$ cat config.mk
export PLATFORM = sky130hd
export DESIGN_NAME = oh_xor_accum
export DESIGN_NICKNAME = d
export VERILOG_FILES = /design/src/rtl/oh_xor_accum.sv
export SDC_FILE = /design/constraint.sdc
export NUM_CORES = 1
export LEC_CHECK = 0
export BUFFER_PORTS_ARGS = -buffer_cell sky130_fd_sc_hd__buf_4
export CAP_MARGIN = 20
export CORE_ASPECT_RATIO = 0.8
export CORE_MARGIN = 2
export CORE_UTILIZATION = 30
export CTS_BUF_LIST = sky130_fd_sc_hd__clkbuf_16
export CTS_CLUSTER_SIZE = 16
export DETAILED_ROUTE_END_ITERATION = 6
export PLACE_DENSITY = 0.56
export RECOVER_POWER = 25
export SKIP_LAST_GASP = 1
export SLEW_MARGIN = 20
export SYNTH_ARGS = -nofsm -noshare
export SYNTH_HDL_FRONTEND = slang
export SYNTH_SLANG_ARGS = --single-unit
export TNS_END_PERCENT = 30
$ cat constraint.sdc
create_clock -name clk -period 1.9 [get_ports clk]
set_input_delay 0.57 -clock clk [delete_from_list [all_inputs] [get_ports clk]]
set_output_delay 0.57 -clock clk [all_outputs]
set_load 0.005 [all_outputs]
$ cat src/rtl/oh_xor_accum.sv
`default_nettype none
// ============================================================================
//  Module      : oh_xor_accum
//  Description : Streaming XOR checksum accumulator. Each DW-bit word is
//                folded to CW bits by XOR-ing its slices, then folded words
//                are XOR-accumulated across a frame ended by in_last. The
//                frame checksum, parity and saturating word count are held
//                on registered outputs behind a valid/ready handshake.
//  Revision    : 1.0 - initial release
// ============================================================================
module oh_xor_accum #(
    parameter int          DW   = 32,
    parameter int          CW   = 8,
    parameter logic [CW-1:0] INIT = '0,
    parameter int          NW   = 16
) (
    input  logic          clk,
    input  logic          reset,
    input  logic          in_valid,
    output logic          in_ready,
    input  logic [DW-1:0] in_data,
    input  logic          in_last,
    input  logic          in_mode,
    output logic          out_valid,
    input  logic          out_ready,
    output logic [CW-1:0] out_sum,
    output logic          out_parity,
    output logic [NW-1:0] out_count
);

    localparam int          c_NSLICE = DW / CW;
    localparam logic [1:0]  c_IDLE   = 2'd0;
    localparam logic [1:0]  c_ACCUM  = 2'd1;
    localparam logic [1:0]  c_HOLD   = 2'd2;
    localparam logic [NW-1:0] c_ONE  = {{(NW-1){1'b0}}, 1'b1};
    localparam logic [NW-1:0] c_SAT  = {NW{1'b1}};

    logic [1:0]    r_state;
    logic [CW-1:0] r_sum;
    logic [NW-1:0] r_count;
    logic          r_mode;
    logic          r_parity;

    logic          w_accept;
    logic          w_first;
    logic [CW-1:0] w_fold;
    logic [CW-1:0] w_sum_nxt;
    logic          w_mode_nxt;

    // Handshake flags are pure decodes of the registered state.
    assign in_ready  = (r_state != c_HOLD);
    assign out_valid = (r_state == c_HOLD);
    assign w_accept  = in_valid & in_ready;
    assign w_first   = (r_state == c_IDLE);

    // Fold the input word into one CW-bit lane.
    always_comb begin
        w_fold = '0;
        for (int k = 0; k < c_NSLICE; k++) begin
            w_fold = w_fold ^ in_data[k*CW +: CW];
        end
    end

    // Candidate next checksum and mode; the first word of a frame seeds from INIT.
    always_comb begin
        w_sum_nxt  = (w_first ? INIT : r_sum) ^ w_fold;
        w_mode_nxt = w_first ? in_mode : r_mode;
    end

    // Frame state machine and result registers; only accepted words are sampled.
    always_ff @(posedge clk) begin
        if (reset) begin
            r_state  <= c_IDLE;
            r_sum    <= '0;
            r_count  <= '0;
            r_mode   <= 1'b0;
            r_parity <= 1'b0;
        end else begin
            case (r_state)
                c_IDLE, c_ACCUM: begin
                    if (w_accept) begin
                        r_sum    <= w_sum_nxt;
                        r_mode   <= w_mode_nxt;
                        r_parity <= (^w_sum_nxt) ^ w_mode_nxt;
                        if (w_first) begin
                            r_count <= c_ONE;
                        end else if (r_count != c_SAT) begin
                            r_count <= r_count + c_ONE;
                        end
                        r_state <= in_last ? c_HOLD : c_ACCUM;
                    end
                end
                c_HOLD: begin
                    if (out_ready) begin
                        r_state <= c_IDLE;
                    end
                end
                default: r_state <= c_IDLE;
            endcase
        end
    end

    assign out_sum    = r_sum;
    assign out_parity = r_parity;
    assign out_count  = r_count;

endmodule
`default_nettype wire

==> impl_metrics.yaml <==
detailed_routing:
  drt_iter0_drc: 49
  viasPerCell: 4.685
  wl_per_cell_microns: 11.53
  wirelength_mm: 3.841
  vias: 1560
  drc_errors: 0
  drt_pass1_iterations: 4
  ant_nets: 0
power_and_ir_drop:
  power_frac_comb: 0.355
  p_sw_frac: 0.2769
  netSwitchingPower_mw: 0.4934
  seqPwrFrac: 0.374
  vdd_drop_max_mv: 0.3155
  power_density_nw_per_um2: 753.5
  p_leak_nw: 1.019
  power_frac_clock: 0.271
  p_int_mw: 1.288
placement:
  place_congestion: 0.7139
  place_hpwl_mm: 3.030
  post-place-ws_ns: -0.2266
  io_buffers: 64
  dp.cells: 329
setup_path:
  end_kind: "flop"
  reg2reg_from: "out_count[8]"
  critical_path_class: "in2reg"
  cp-start-kind: "primary input"
  critPathMaxFanout: 2
  r2r_end: "out_count[4]"
  worstPathArrival_ns: 2.00
  cp.required_ns: 2.08
  rrSetupSlack_ns: 0.17
  rr_worst_depth: 6
min_path:
  hold_start: "out_parity"
  min_path_type: "reg2reg"
  hold_end: "out_parity"
  whs_path_depth: 2
timing:
  setup_ws_ns: 0.08172
  holdWs_ns: 0.5016
  fmax_mhz: 550.0
  hold_viol: 0
  setup_viol: 0
  rsz0062_at_grt: "true"
  fin_crit_sh: 0.9570
  slew_headroom: 0.6397
  timing.final.crit_period_ns: 1.818
  finClkSkew_ns: 0.002253
  worstMarginPinSlew_ns: 0.5405
  drv_slew: 0
clock_network:
  clock_latency_ns: 0.26
  cts_buffers: 3
  root_buffer: "clkbuf_16"
  cts_hold_buf: 0
  cts_setup_buffers: 0
  htree_levels: 1
  clockBufferDepth: 2
  cts.sink_count: 28
  path_clk_slew_ns: 0.07
  cts_tree: "done"
grt:
  track_usage: 0.1367
  antenna_found_initial: 0
  grt_pass1_vias: 1497
  grt_overflow: 0
  grt_pass1_wl_mm: 6.803
  grt_max_degree: 22
finish:
  fillers: 544
  antenna_cells: 0
  utilization: 0.4424
  num-nets-final: 308
  multi_input_area_sq_um: 1051
  area_growth_pct: 44.61
  ff_latch_area_sq_um: 560.5
  final_cell_mix: "buf_4, dfxtp_1, nor2_1, xnor2_1"
  layout.cells.non_filler: 333
  drive_gt1_frac: 0.3172
  layout_commonest_cell: "buf_4"
logic_synthesis:
  seq_area_frac_synth: 0.3428
  netlist_area_sq_um: 1635
  synth_cells: 192
  synth_nets: 231
  yosys_warnings: 0
  avgSynthCellArea_sq_um: 8.517
  synth_cell_types: 30
  synth_seq_cells: 28
job:
  max-cap-violations: 0
floorplan:
  start_util: 0.3059
  die_y_microns: 70.04
  io-pin-count: 65
  core.rowCount: 24
  coreArea_sq_um: 5345
  die_area_sq_um: 6061
  die_w_microns: 86.55
outcome:
  status: "finished, final reports clean"
-- worst max-delay path by stage --
stage / slack [ns] / start / cells past startpoint / end
2_1_floorplan: 0.0002 / in_data[19] / 6 / out_parity
3_3_place_gp: -0.17 / in_data[23] / 7 / out_parity
3_5_place_dp: -0.23 / in_data[17] / 7 / out_parity
4_1_cts: 0.04 / in_data[17] / 7 / out_parity
5_1_grt: -0.005 / out_count[8] / 6 / out_count[14]
6_report: 0.08 / in_data[15] / 7 / out_parity
-- power groups by stage --
stage / clock network [mW] / registers [mW] / logic [mW]
global route: 0.524 / 0.674 / 0.700
detailed placement: 0 / 0.680 / 0.632
global placement: 0 / 0.679 / 0.625
finish: 0.483 / 0.666 / 0.633
CTS: 0.502 / 0.667 / 0.636
floorplan: 0 / 0.674 / 0.409
-- through the flow --
stage / setup TNS (ns) / total power [mW] / area, sq um
3_3_place_gp: -0.1714 / 1.304 / 2278
2_1_floorplan: 0 / 1.083 / 1635
3_5_place_dp: -0.2266 / 1.313 / 2278
4_1_cts: 0 / 1.805 / 2357
6_report: 0 / 1.782 / 2365
5_1_grt: -0.004677 / 1.898 / 2365
-- layout make-up --
class	count	share of cell area
clock buffer	3	0.03175
clock inverter	1	0.001587
inverter	2	0.003175
multi-input combinational	156	0.4444
sequential	28	0.2370
tap	65	0.03439
timing repair buffer	78	0.2476
-- kinds of logic (layout without fill, tap and decap cells) --
| family | count (synthesis) | in the layout | share of synthesized area |
|---|---|---|---|
| simple gates | 69 | 69 | 0.2020 |
| xor+xnor | 46 | 46 | 0.2808 |
| compound gates | 39 | 39 | 0.1416 |
| flops | 28 | 28 | 0.3428 |
| buf+inv | 8 | 84 | 0.01913 |
| fa+ha+maj | 1 | 1 | 0.007650 |
| mux | 1 | 1 | 0.006121 |
-- state kept, by name, summed over array words and instances (netlist names) --
| register | count |
|---|---|
| out_count | 16 |
| out_parity | 1 |
| out_sum | 8 |
| r_mode | 1 |
| r_state | 2 |
-- synth_stat cells --
cell       count  area (sq um)
dfxtp_1       28         560.5
nor2_1        26         97.59
xnor2_1       22         192.7
o21ai_0       20         100.1
xor2_1        20         175.2
nand2_1       15         56.30
a22oi_1        8         60.06
a21oi_1        7         35.03
nand4_1        6         37.54
clkbuf_1       5         18.77
nand2b_1       4         25.02
nand3b_1       4         30.03
nand3_1        3         15.01
or3_1          3         18.77
xnor3_1        3         67.56
and3_1         2         12.51
inv_1          2         7.510
nor3_1         2         10.01
a2111oi_0      1         8.760
a31oi_1        1         6.260
and2_1         1         6.260
and4_1         1         8.760
buf_2          1         5.000
ha_1           1         12.51
mux2i_1        1         10.01
nor2b_1        1         6.260
nor4_1         1         6.260
o21ai_2        1         8.760
o31ai_2        1         12.51
xnor3_2        1         23.77
-- critical path: stages --
cell and delay (ns):
buf_4 0.11, xnor2_1 0.19, xnor2_1 0.14, xnor2_1 0.29, xnor3_2 0.40, xnor2_1 0.15, o31ai_2 0.16
-- layer usage --
metal  GRT usage  vias up  routed length (microns)
li1            -      814                        -
met1      0.1896      698                     1836
met2      0.2188       46                     1765
met3     0.02482        2                      218
met4     0.03472        0                       21
met5           0        -                        0
-- repair_timing --
item	CTS	global route
gates resized for setup	0	1
endpoints found under the setup margin	0	2
hold endpoints to repair	0	0
(Power assumes the default switching activity.)
